`config.mk`:
```
export PLATFORM = sky130hd
export DESIGN_NAME = fp_addsub_ctrl
export DESIGN_NICKNAME = d
export VERILOG_FILES = /design/src/rtl/fpu_pkg.sv /design/src/rtl/fp_align_sat.sv /design/src/rtl/fp_addsub_ctrl.sv
export SDC_FILE = /design/constraint.sdc
export NUM_CORES = 1
export LEC_CHECK = 0
export CAP_MARGIN = 5
export CORE_MARGIN = 2
export CORE_UTILIZATION = 40
export CTS_BUF_LIST = sky130_fd_sc_hd__clkbuf_8
export DETAILED_ROUTE_END_ITERATION = 7
export PLACE_DENSITY = 0.85
export SLEW_MARGIN = 20
export SYNTH_ARGS = -nofsm -noshare
export SYNTH_HDL_FRONTEND = slang
export SYNTH_HIERARCHICAL = 1
export SYNTH_SLANG_ARGS = --single-unit
```
`constraint.sdc`:
```
create_clock -name clk_i -period 3.7 [get_ports clk_i]
set_input_delay 1.11 -clock clk_i [delete_from_list [all_inputs] [get_ports clk_i]]
set_output_delay 1.11 -clock clk_i [all_outputs]
set_load 0.02 [all_outputs]
```
`src/rtl/fpu_pkg.sv`:
```
// rtl/fpu_pkg.sv - shared FPU types and format-size helpers for the add/sub controller
package fpu_pkg;

  typedef enum logic [2:0] {
    ST_IDLE,
    ST_LOAD,
    ST_ALIGN,
    ST_OPERATION,
    ST_NORMALIZE,
    ST_ROUND,
    ST_DONE
  } fp_addsub_state_t;

  function automatic int exp_size(input int size);
    return (size == 64) ? 11 : 8;
  endfunction

  function automatic int mant_size(input int size);
    return (size == 64) ? 52 : 23;
  endfunction

  // Alignment shifts beyond mantissa + guard/round/sticky saturate here (ALIGN_SAT)
  function automatic int align_sat(input int size);
    return mant_size(size) + 3;
  endfunction

  function automatic int shamt_w(input int size);
    return $clog2(mant_size(size) + 4);
  endfunction

endpackage

```
`src/rtl/fp_align_sat.sv`:
```
// rtl/fp_align_sat.sv - saturates the exponent difference into a shift amount and whole-mantissa sticky flag
module fp_align_sat #(
  parameter int ExpW = 8,
  parameter int ShW  = 5,
  parameter int Sat  = 26
) (
  input  logic [ExpW-1:0] exp_diff_i,
  output logic [ShW-1:0]  shift_amt_o,
  output logic            sticky_all_o
);

  localparam logic [ExpW-1:0] SAT_E = ExpW'(Sat);
  localparam logic [ShW-1:0]  SAT_S = ShW'(Sat);

  always_comb begin
    shift_amt_o  = SAT_S;
    sticky_all_o = 1'b0;
    if (exp_diff_i < SAT_E) begin
      shift_amt_o = exp_diff_i[ShW-1:0];
    end
    // One past the saturation point pushes every mantissa bit out into sticky
    if (exp_diff_i > SAT_E) begin
      sticky_all_o = 1'b1;
    end
  end

endmodule

```
`src/rtl/fp_addsub_ctrl.sv`:
```
// rtl/fp_addsub_ctrl.sv - FP add/sub sequencing FSM; FP_ADDSUB_SPECIAL_BYPASS_EN enables LOAD->DONE on special operands
module fp_addsub_ctrl
  import fpu_pkg::*;
#(
  parameter int Size = 32
) (
  input  logic                       clk_i,
  input  logic                       rst_ni,
  input  logic                       in_valid_i,
  output logic                       in_ready_o,
  input  logic                       sub_i,
  input  logic [exp_size(Size)-1:0]  exp_diff_i,
  input  logic                       swap_i,
  input  logic                       carry_i,
  input  logic [shamt_w(Size)-1:0]   leading_zeros_i,
  input  logic                       round_ovf_i,
  input  logic                       special_i,
  output logic                       load_en_o,
  output logic                       align_en_o,
  output logic                       op_en_o,
  output logic                       norm_en_o,
  output logic                       round_en_o,
  output logic                       swap_sel_o,
  output logic [shamt_w(Size)-1:0]   shift_amt_o,
  output logic                       sticky_all_o,
  output logic                       sub_q_o,
  output logic                       out_valid_o,
  input  logic                       out_ready_i,
  output logic                       busy_o
);

  localparam int ExpSize   = exp_size(Size);
  localparam int ShW       = shamt_w(Size);
  localparam int ALIGN_SAT = align_sat(Size);

  fp_addsub_state_t state_q, state_d;
  logic             sub_q, swap_q, sticky_q, renorm_q;
  logic [ShW-1:0]   shift_q;
  logic [ShW-1:0]   shift_c;
  logic             sticky_c;

  fp_align_sat #(
    .ExpW (ExpSize),
    .ShW  (ShW),
    .Sat  (ALIGN_SAT)
  ) u_align_sat (
    .exp_diff_i   (exp_diff_i),
    .shift_amt_o  (shift_c),
    .sticky_all_o (sticky_c)
  );

`ifdef FP_ADDSUB_SPECIAL_BYPASS_EN
  logic unused_inputs;
  assign unused_inputs = ^{carry_i, leading_zeros_i};
`else
  logic unused_inputs;
  assign unused_inputs = ^{carry_i, leading_zeros_i, special_i};
`endif

  always_ff @(posedge clk_i or negedge rst_ni) begin
    if (!rst_ni) begin
      state_q <= ST_IDLE;
    end else begin
      state_q <= state_d;
    end
  end

  // Operation context: sub latched on accept, alignment results captured in ALIGN
  always_ff @(posedge clk_i or negedge rst_ni) begin
    if (!rst_ni) begin
      sub_q    <= 1'b0;
      swap_q   <= 1'b0;
      shift_q  <= '0;
      sticky_q <= 1'b0;
      renorm_q <= 1'b0;
    end else begin
      if (state_q == ST_IDLE && in_valid_i) begin
        sub_q    <= sub_i;
        renorm_q <= 1'b0;
      end
      if (state_q == ST_ALIGN) begin
        swap_q   <= swap_i;
        shift_q  <= shift_c;
        sticky_q <= sticky_c;
      end
      if (state_q == ST_ROUND && round_ovf_i && !renorm_q) begin
        renorm_q <= 1'b1;
      end
    end
  end

  always_comb begin
    state_d = state_q;
    unique case (state_q)
      ST_IDLE:      if (in_valid_i) state_d = ST_LOAD;
      ST_LOAD: begin
        state_d = ST_ALIGN;
`ifdef FP_ADDSUB_SPECIAL_BYPASS_EN
        if (special_i) state_d = ST_DONE;
`endif
      end
      ST_ALIGN:     state_d = ST_OPERATION;
      ST_OPERATION: state_d = ST_NORMALIZE;
      ST_NORMALIZE: state_d = ST_ROUND;
      ST_ROUND:     state_d = (round_ovf_i && !renorm_q) ? ST_NORMALIZE : ST_DONE;
      ST_DONE:      if (out_ready_i) state_d = ST_IDLE;
      default:      state_d = ST_IDLE;
    endcase
  end

  always_comb begin
    in_ready_o   = (state_q == ST_IDLE);
    load_en_o    = (state_q == ST_LOAD);
    align_en_o   = (state_q == ST_ALIGN);
    op_en_o      = (state_q == ST_OPERATION);
    norm_en_o    = (state_q == ST_NORMALIZE);
    round_en_o   = (state_q == ST_ROUND);
    out_valid_o  = (state_q == ST_DONE);
    busy_o       = (state_q != ST_IDLE);
    swap_sel_o   = swap_q;
    shift_amt_o  = shift_q;
    sticky_all_o = sticky_q;
    sub_q_o      = sub_q;
  end

endmodule

```
==> metrics.yaml, run 1 <==
post_cts_buffers: 0
clock_latency_ns: 0.23
rows: 14
critical_path_class: "reg -> out"
cp-startpoint: "state_q[1]$_DFFE_PN0P_"
r2r_end: "sub_q_o$_DFFE_PN0P_"
overflow: 0
layout.nets: 111
yosysMostFrequentCell: "dfrtp_1"
whs_path_depth: 1
gp_congestion: 0.698
synth_nets: 79
ff2ff_setup_slack_ns: 2.11
die_w_um: 43.7
yosysTopAreaCell: "dfrtp_1"
vias: 545
reg2reg_from: "state_q[2]$_DFFE_PN0P_"
grt_use_total: 0.171
ys_seq_area_frac: 0.477
setup_tns_ns: 0
synth_compound_area_frac: 0.107
cts_buffers: 3
relSlewSlack: 0.657
hp-start: "sticky_all_o$_DFFE_PN0P_"
synth_top_area_share: 0.477
hold_buffers: 0
min_period_ns: 3.06
grt_pass1_wl_um: 2370
synth_top_family_by_area: "simple AND/OR/NAND/NOR gates"
hold_path_class: "reg -> reg"
yosys_warnings: 6
required_ns: 2.59
max_freq_mhz: 326
netlist_area_um2: 629
endpoint_kind: "primary output"
syn_avg_cell_area_um2: 11.0
port_buffers: 30
synth-simple-area-share: 0.221
die_h_um: 43.7
start_util: 0.423
grt_pass1_vias: 579
finalCritPeriodShare: 0.828
postSynthCellCount: 57
num_antenna_cells: 0
p_per_area_mw_per_mm2: 815
coreArea_mm2: 0.00149
synth.top_cells.by_count: "dfrtp_1, mux2_2"
routed_wl_um: 1360
cellLeakagePower_uw: 0.000384
fin_total_pwr_uw: 797
cts_htree_levels: 1
fin_worst_skew_ns: 0.000276
synthArstFlopShare: 1.00
cts.sinks: 12
root_buffer: "clkbuf_8"
fin_hold_ws_ns: 0.502
ys_top_cells_by_area: "dfrtp_1, mux2_2, nor3b_4, nor3_4, a21oi_1"
yosys.area_share.adder: 0
io_pins: 38
cts.clk_slew.worst_paths_ns: 0.05
hold_end: "sticky_all_o$_DFFE_PN0P_"
route.detailed.drc: 0
drt-initial-drc-count: 9
drtPass1Iterations: 4
grt_max_degree: 16
viasPerCell: 5.29
antenna_found_initial: 0
antenna_left: 0
hpwl_um: 1070
ys_ff_latch: 12
rsz0062_at_grt: "no"
cts-resized-gates: 0
synth_xor_area_frac: 0.0139
layout-drive-gt1-share: 0.149
synth_flop_cell: "dfrtp_1"
yosysUniqueCellTypes: 24
max-cap-violations: 0
cts_buffer_depth: 2
max-vdd-ir-drop_mv: 0.461
startpoint_type: "register"
worstRegToRegCells: 2
synth_edf_count: 0
syn2layout_area_growth_pct: 55.5
finalMaxSlewViolations: 0
cp_max_fo: 14
setup_viol: 0
synth_mux_area_frac: 0.143
outcome: "finished, final reports clean"
die_area_mm2: 0.00191
finalHoldViolCount: 0
cts_tree: "built"
worst_pin_slew_ns: 0.513
cp_data_arrival_time_ns: 1.95
wl_per_cell_um: 13.2
[layout make-up]
cell class	count	area (um^2)
clock buffer	3	41.3
timing repair buffer	30	300
sequential	12	300
multi-input combinational	39	305
tap	16	20.0
inverter	3	11.3
fill	120	510
[worst max path at each step]
| stage | to | cells after the start |
|---|---|---|
| after floorplan | busy_o | 3 |
| after global routing | align_en_o | 2 |
| after detailed placement | align_en_o | 2 |
| after CTS | align_en_o | 2 |
| after global placement | align_en_o | 2 |
| final | align_en_o | 2 |
[power breakdown]
part | internal (uW) | switching [uW]
registers | 191 | 82.0
logic | 227 | 184
clock network | 71.3 | 42.5
total | 489 | 309
[through the flow]
| stage | instance area [um^2] | util | worst slack (ns) | instances |
|---|---|---|---|---|
| global placement | 937 | 0.629 | 0.888 | 100 |
| floorplan | 629 | - | 1.14 | 57 |
| CTS | 978 | 0.657 | 0.610 | 103 |
| finish | 978 | 0.657 | 0.636 | 103 |
| global route | 978 | 0.657 | 0.493 | 103 |
| detailed placement | 937 | 0.629 | 0.872 | 100 |
[sequential cells by signal (all words and copies together), names as in the netlist]
signal        flops
sub_q_o           1
swap_sel_o        1
sticky_all_o      1
renorm_q          1
shift_amt_o       5
state_q           3
[critical path, cell delays in order, from the launching register on]
cell	delay, ns
dfrtp_1	0.58
nor3b_4	0.46
clkdlybuf4s50_1	0.68
[cells by family (layout without fill, tap and decap cells)]
family	after synthesis	after routing
XOR/XNOR	1	1
multiplexers	8	8
flip-flops	12	12
AO/OA/AOI/OAI	10	10
AND/OR/NAND/NOR	20	20
buffers and inverters	6	36
[metal layers]
metal	part of all wire	global-route usage	vias to the layer above
li1	-	-	265
met4	0.010	0.103	0
met3	0.098	0.0667	2
met5	0	0	-
met2	0.49	0.274	26
met1	0.40	0.190	252
[cell usage in the layout (no fill, tap or decap), types with 2 or more instances in the layout]
master           synthesis  layout
a211oi_1                 2       2
a21oi_1                  3       3
and3_1                   2       2
clkbuf_8                 0       3
clkdlybuf4s50_1          0      30
dfrtp_1                 12      12
inv_1                    3       3
mux2_2                   8       8
nand2_1                  3       3
nand2b_1                 2       2
nor2_1                   3       3
nor3_1                   3       3
nor3b_1                  2       2
Note: power is estimated with default switching activity, not from simulation.
==> run 2, diff against run 1 <==
- CORE_UTILIZATION: 40 -> 37
- PLACE_DENSITY: 0.85 -> 0.8
- clock period: 3.7 -> 3 ns (I/O delays scaled with it)
==> metrics.yaml, run 2 (synthesis results as in run 1) <==
outcome: "finished, final reports clean"  # unchanged
cellLeakagePower_uw: 0.000397  # was 0.000384 uW
finalMaxSlewViolations: 0  # unchanged
antenna_found_initial: 0  # unchanged
max-vdd-ir-drop_mv: 0.529  # was 0.461 mV
combPwrFrac: 0.503  # was 0.515
cts.sinks: 12  # unchanged
grt_max_degree: 16  # unchanged
seqPwrFrac: 0.329  # was 0.342
path_buf_inv: 2  # was 1
cts.clk_slew.worst_paths_ns: 0.05  # about the same
cpPeakStageDelay_ns: 0.63  # was 0.68 ns
whs_path_depth: 1  # unchanged
setup_ws_ns: 0.279  # was 0.636 ns
syn2layout_area_growth_pct: 58.8  # was 55.5%
cp_data_arrival_time_ns: 1.82  # was 1.95 ns
cts_tree: "built"  # unchanged
overflow: 0  # unchanged
cts_buffers: 3  # unchanged
finalHoldViolCount: 0  # unchanged
p_sw_uw: 394  # was 309 uW
hp-start: "shift_amt_o[3]$_DFFE_PN0P_"  # was sticky_all_o$_DFFE_PN0P_
fin_cells: 105  # was 103
path_cells: "inv_1 -> nor3b_1 -> clkdlybuf4s50_1"  # was nor3b_4 -> clkdlybuf4s50_1
layout-drive-gt1-share: 0.169  # was 0.149
final_core_util: 0.641  # was 0.657
crit_family: "buffers and inverters"  # unchanged
internal_power_uw: 636  # was 489 uW
gp_congestion: 0.708  # was 0.698
grt_pass1_wl_um: 2460  # was 2370 um
cp_max_fo: 12  # was 14
cts-resized-gates: 0  # unchanged
startpoint_type: "register"  # unchanged
layout_commonest_cell: "clkdlybuf4s50_1"  # unchanged
relSlewSlack: 0.662  # was 0.657
die_area_mm2: 0.00205  # was 0.00191 mm^2
setup_tns_ns: 0  # unchanged
hold_buffers: 0  # unchanged
grt_use_total: 0.170  # was 0.171
num_antenna_cells: 0  # unchanged
critical_path_class: "reg -> out"  # unchanged
antenna_left: 0  # unchanged
hpwl_um: 1090  # was 1070 um
dp_slack_ns: 0.560  # was 0.872 ns
root_buffer: "clkbuf_8"  # unchanged
rsz0062_at_grt: "no"  # unchanged
largest_reg_flops: 5  # unchanged
coreArea_mm2: 0.00156  # was 0.00149 mm^2
r2r_end: "sub_q_o$_DFFE_PN0P_"  # unchanged
post_cts_buffers: 0  # unchanged
finalCritPeriodShare: 0.907
viasPerCell: 5.35  # was 5.29
start_util: 0.404  # was 0.423
routed_wl_um: 1420  # was 1360 um
setup_viol: 0  # unchanged
max-cap-violations: 0  # unchanged
fin_worst_skew_ns: 0.00291  # was 0.000276 ns
swShare: 0.382  # was 0.387
max_freq_mhz: 368
wl_per_cell_um: 13.5  # was 13.2 um
drt-initial-drc-count: 8  # was 9
vias: 562  # was 545
route.detailed.drc: 0  # unchanged
endpoint_kind: "primary output"  # unchanged
required_ns: 2.10  # was 2.59 ns
layout.nets: 112  # was 111
min_period_ns: 2.72
p_clk_frac: 0.168  # was 0.143
cpMaxStageDelayCell: "clkdlybuf4s50_1"  # unchanged
die_w_um: 45.2  # was 43.7 um
clock_latency_ns: 0.24  # was 0.23 ns
die_h_um: 45.2  # was 43.7 um
cts_buffer_depth: 2  # unchanged
ff2ff_setup_slack_ns: 1.40  # was 2.11 ns
hold_end: "shift_amt_o[3]$_DFFE_PN0P_"  # was sticky_all_o$_DFFE_PN0P_
reg2reg_from: "state_q[2]$_DFFE_PN0P_"  # unchanged
layout_common_cells: "clkdlybuf4s50_1, dfrtp_1, mux2_2"  # unchanged
fin_hold_ws_ns: 0.501  # was 0.502 ns
io_pins: 38  # unchanged
worstRegToRegCells: 2  # unchanged
cts_htree_levels: 1  # unchanged
placed_cells_incl_taps: 101  # was 100
worst_pin_slew_ns: 0.500  # was 0.513 ns
drtPass1Iterations: 2  # was 4
rows: 14  # unchanged
grt_pass1_vias: 569  # was 579
p_per_area_mw_per_mm2: 1030  # was 815 mW/mm^2
port_buffers: 30  # unchanged
hold_path_class: "reg -> reg"  # unchanged
[run 2: cell count changes in the layout (fill, tap and decap cells not counted), sizes merged]
cell / before / now
buf: 0 / 1
clkbuf: 3 / 4
[run 2: how the worst max path moves through the flow]
stage / start / endpoint / slack [ns] / cells after the start
floorplan: state_q[2]$_DFFE_PN0P_ / busy_o / 0.65 / 3
finish: state_q[0]$_DFFE_PN0P_ / round_en_o / 0.28 / 3
detailed placement: state_q[0]$_DFFE_PN0P_ / round_en_o / 0.56 / 3
CTS: state_q[0]$_DFFE_PN0P_ / round_en_o / 0.27 / 3
global route: state_q[0]$_DFFE_PN0P_ / round_en_o / 0.12 / 3
global placement: state_q[0]$_DFFE_PN0P_ / round_en_o / 0.56 / 3
[run 2: metrics by stage]
stage	area [um^2]	power (uW)
3_3_place_gp	945	843
2_1_floorplan	629	620
5_1_grt	1000	1110
3_5_place_dp	945	863
4_1_cts	1000	1040
6_report	1000	1030
[run 2: layout make-up]
cell class,instances,area (um^2)
Clock buffer,4,55.1
Fill cell,135,559
Inverter,3,11.3
Multi-Input combinational cell,39,305
Sequential cell,12,300
Tap cell,16,20.0
Timing Repair Buffer,31,308
[run 2: power by group through the flow]
stage / Sequential [uW] / Combinational, uW / Clock [uW]
finish: 339 / 518 / 172
global route: 362 / 560 / 185
CTS: 340 / 524 / 177
detailed placement: 341 / 522 / 0
global placement: 334 / 509 / 0
floorplan: 348 / 272 / 0
[run 2: layer usage]
layer	wire, um	vias up	share of wire	track usage
met4	31	0	0.022	0.106
met1	563	258	0.40	0.176
met2	674	32	0.48	0.291
met5	0	-	0	0
met3	146	4	0.10	0.0560
li1	-	268	-	-
==> run 3, diff against run 2 <==
- GPL_TIMING_DRIVEN: unset -> 0
==> metrics.yaml, run 3 (synthesis results as in run 1) <==
route.detailed.drc: 0  # unchanged
path_cells: "clkbuf_1 -> nor3b_1 -> clkdlybuf4s50_1"  # was inv_1 -> nor3b_1 -> clkdlybuf4s50_1
top_usage_layer: "met2"  # unchanged
routed_wl_um: 1400  # was 1420 um
max-cap-violations: 0  # unchanged
max_freq_mhz: 360  # was 368 MHz
antenna_found_initial: 0  # unchanged
seq_area_um2: 300  # unchanged
required_ns: 2.10  # about the same
multiInputGateArea_um2: 305  # unchanged
port_buffers: 30  # unchanged
grt_use_total: 0.161  # was 0.170
hold_buffers: 0  # unchanged
finalMaxSlewViolations: 0  # unchanged
critical_path_class: "reg -> out"  # unchanged
startpoint_type: "register"  # unchanged
fin_total_pwr_uw: 1030  # about the same
cts.sinks: 12  # unchanged
layout_common_cells: "clkdlybuf4s50_1, dfrtp_1, mux2_2"  # unchanged
grt_pass1_wl_um: 2360  # was 2460 um
setup_tns_ns: 0  # unchanged
whs_path_depth: 1  # unchanged
cts_buffer_depth: 2  # unchanged
syn2layout_area_growth_pct: 59.6  # was 58.8%
cp_max_fo: 10  # was 12
grt.met2_usage: 0.294  # was 0.291
hpwl_um: 1060  # was 1090 um
overflow: 0  # unchanged
root_buffer: "clkbuf_8"  # unchanged
outcome: "finished, final reports clean"  # unchanged
worstRegToRegCells: 2  # unchanged
cts_buffers: 3  # unchanged
cts_htree_levels: 1  # unchanged
die_h_um: 45.2  # unchanged
clock_latency_ns: 0.24  # about the same
finalCritPeriodShare: 0.927  # was 0.907
min_period_ns: 2.78  # was 2.72 ns
post_cts_buffers: 0  # unchanged
die_w_um: 45.2  # unchanged
use_met1: 0.179  # was 0.176
coreArea_mm2: 0.00156  # unchanged
max-vdd-ir-drop_mv: 0.670  # was 0.529 mV
layout_commonest_cell: "clkdlybuf4s50_1"  # unchanged
hp-start: "shift_amt_o[3]$_DFFE_PN0P_"  # unchanged
fillers: 129  # was 135
p_per_area_mw_per_mm2: 1030  # about the same
cellLeakagePower_uw: 0.000398  # was 0.000397 uW
grt_max_degree: 13  # was 16
die_area_mm2: 0.00205  # unchanged
setup_viol: 0  # unchanged
rsz0062_at_grt: "no"  # unchanged
cp_data_arrival_time_ns: 1.88  # was 1.82 ns
grt_pass1_vias: 533  # was 569
relSlewSlack: 0.655  # was 0.662
antenna_left: 0  # unchanged
endpoint_kind: "primary output"  # unchanged
cts.clk_slew.worst_paths_ns: 0.05  # about the same
crit_family: "buffers and inverters"  # unchanged
vias: 556  # was 562
fin_worst_skew_ns: 0.000943  # was 0.00291 ns
reg2reg_from: "state_q[2]$_DFFE_PN0P_"  # unchanged
start_util: 0.404  # unchanged
cts_tree: "built"  # unchanged
final_core_util: 0.644  # was 0.641
viasPerCell: 5.20  # was 5.35
rows: 14  # unchanged
worst_pin_slew_ns: 0.516  # was 0.500 ns
cpMaxStageDelayCell: "clkdlybuf4s50_1"  # unchanged
path_buf_inv: 2  # unchanged
largest_reg_flops: 5  # unchanged
layout.nets: 114  # was 112
drt-initial-drc-count: 2  # was 8
finalHoldViolCount: 0  # unchanged
cts-resized-gates: 0  # unchanged
cp.depth: 3  # unchanged
hold_path_class: "reg -> reg"  # unchanged
drtPass1Iterations: 2  # unchanged
num_antenna_cells: 0  # unchanged
grtUsageMet3: 0.0320  # was 0.0560
layout-drive-gt1-share: 0.165  # was 0.169
wl_per_cell_um: 13.1  # was 13.5 um
cpPeakStageDelay_ns: 0.63  # about the same
gp_congestion: 0.731  # was 0.708
fin_hold_ws_ns: 0.500  # was 0.501 ns
cp-startpoint: "state_q[2]$_DFFE_PN0P_"  # was state_q[0]$_DFFE_PN0P_
io_pins: 38  # unchanged
[run 3: changes by cell type in the layout (fill, tap and decap cells not counted), sizes merged]
cell / change
clkbuf: +2
[run 3: path summary, 6_finish.rpt]
kind	end	slack, ns
worst min register to register	shift_amt_o[3]$_DFFE_PN0P_	0.50
worst max-delay path	norm_en_o	0.22
worst min-delay path	shift_amt_o[3]$_DFFE_PN0P_	0.50
worst max register to register	sub_q_o$_DFFE_PN0P_	1.56
max in group asynchronous	shift_amt_o[3]$_DFFE_PN0P_	1.65
min in group asynchronous	shift_amt_o[2]$_DFFE_PN0P_	1.01
[run 3: worst register-to-register path, cell delays in order (launching register included)]
cell     delay, ns
dfrtp_1       0.46
nor4b_1       0.48
mux2_2        0.38
[run 3: where the power goes]
| part | total (uW) | switching, uW | internal (uW) |
|---|---|---|---|
| Sequential | 295 | 59.1 | 236 |
| Clock | 174 | 58.1 | 116 |
| Combinational | 566 | 276 | 289 |
[run 3: final cells by class]
| type | count | area share |
|---|---|---|
| inverters | 3 | 0.0112 |
| plain buffers | 3 | 0.0125 |
| multi-input cells | 39 | 0.304 |
| well taps | 16 | 0.0199 |
| clock buffers | 4 | 0.0548 |
| flip-flops and latches | 12 | 0.299 |
| repair buffers | 30 | 0.299 |
[run 3: per-layer routing]
metal | wire length, um | up-vias
li1 | - | 271
met1 | 569 | 254
met2 | 700 | 29
met3 | 114 | 2
met4 | 18 | 0
met5 | 0 | -
[run 3: metrics by stage]
stage          cell area (um^2)  setup WS [ns]  cells
2_1_floorplan               629          0.652     57
3_3_place_gp                950          0.486    103
3_5_place_dp                950          0.486    103
4_1_cts                    1000          0.211    107
5_1_grt                    1000         0.0791    107
6_report                   1000          0.220    107
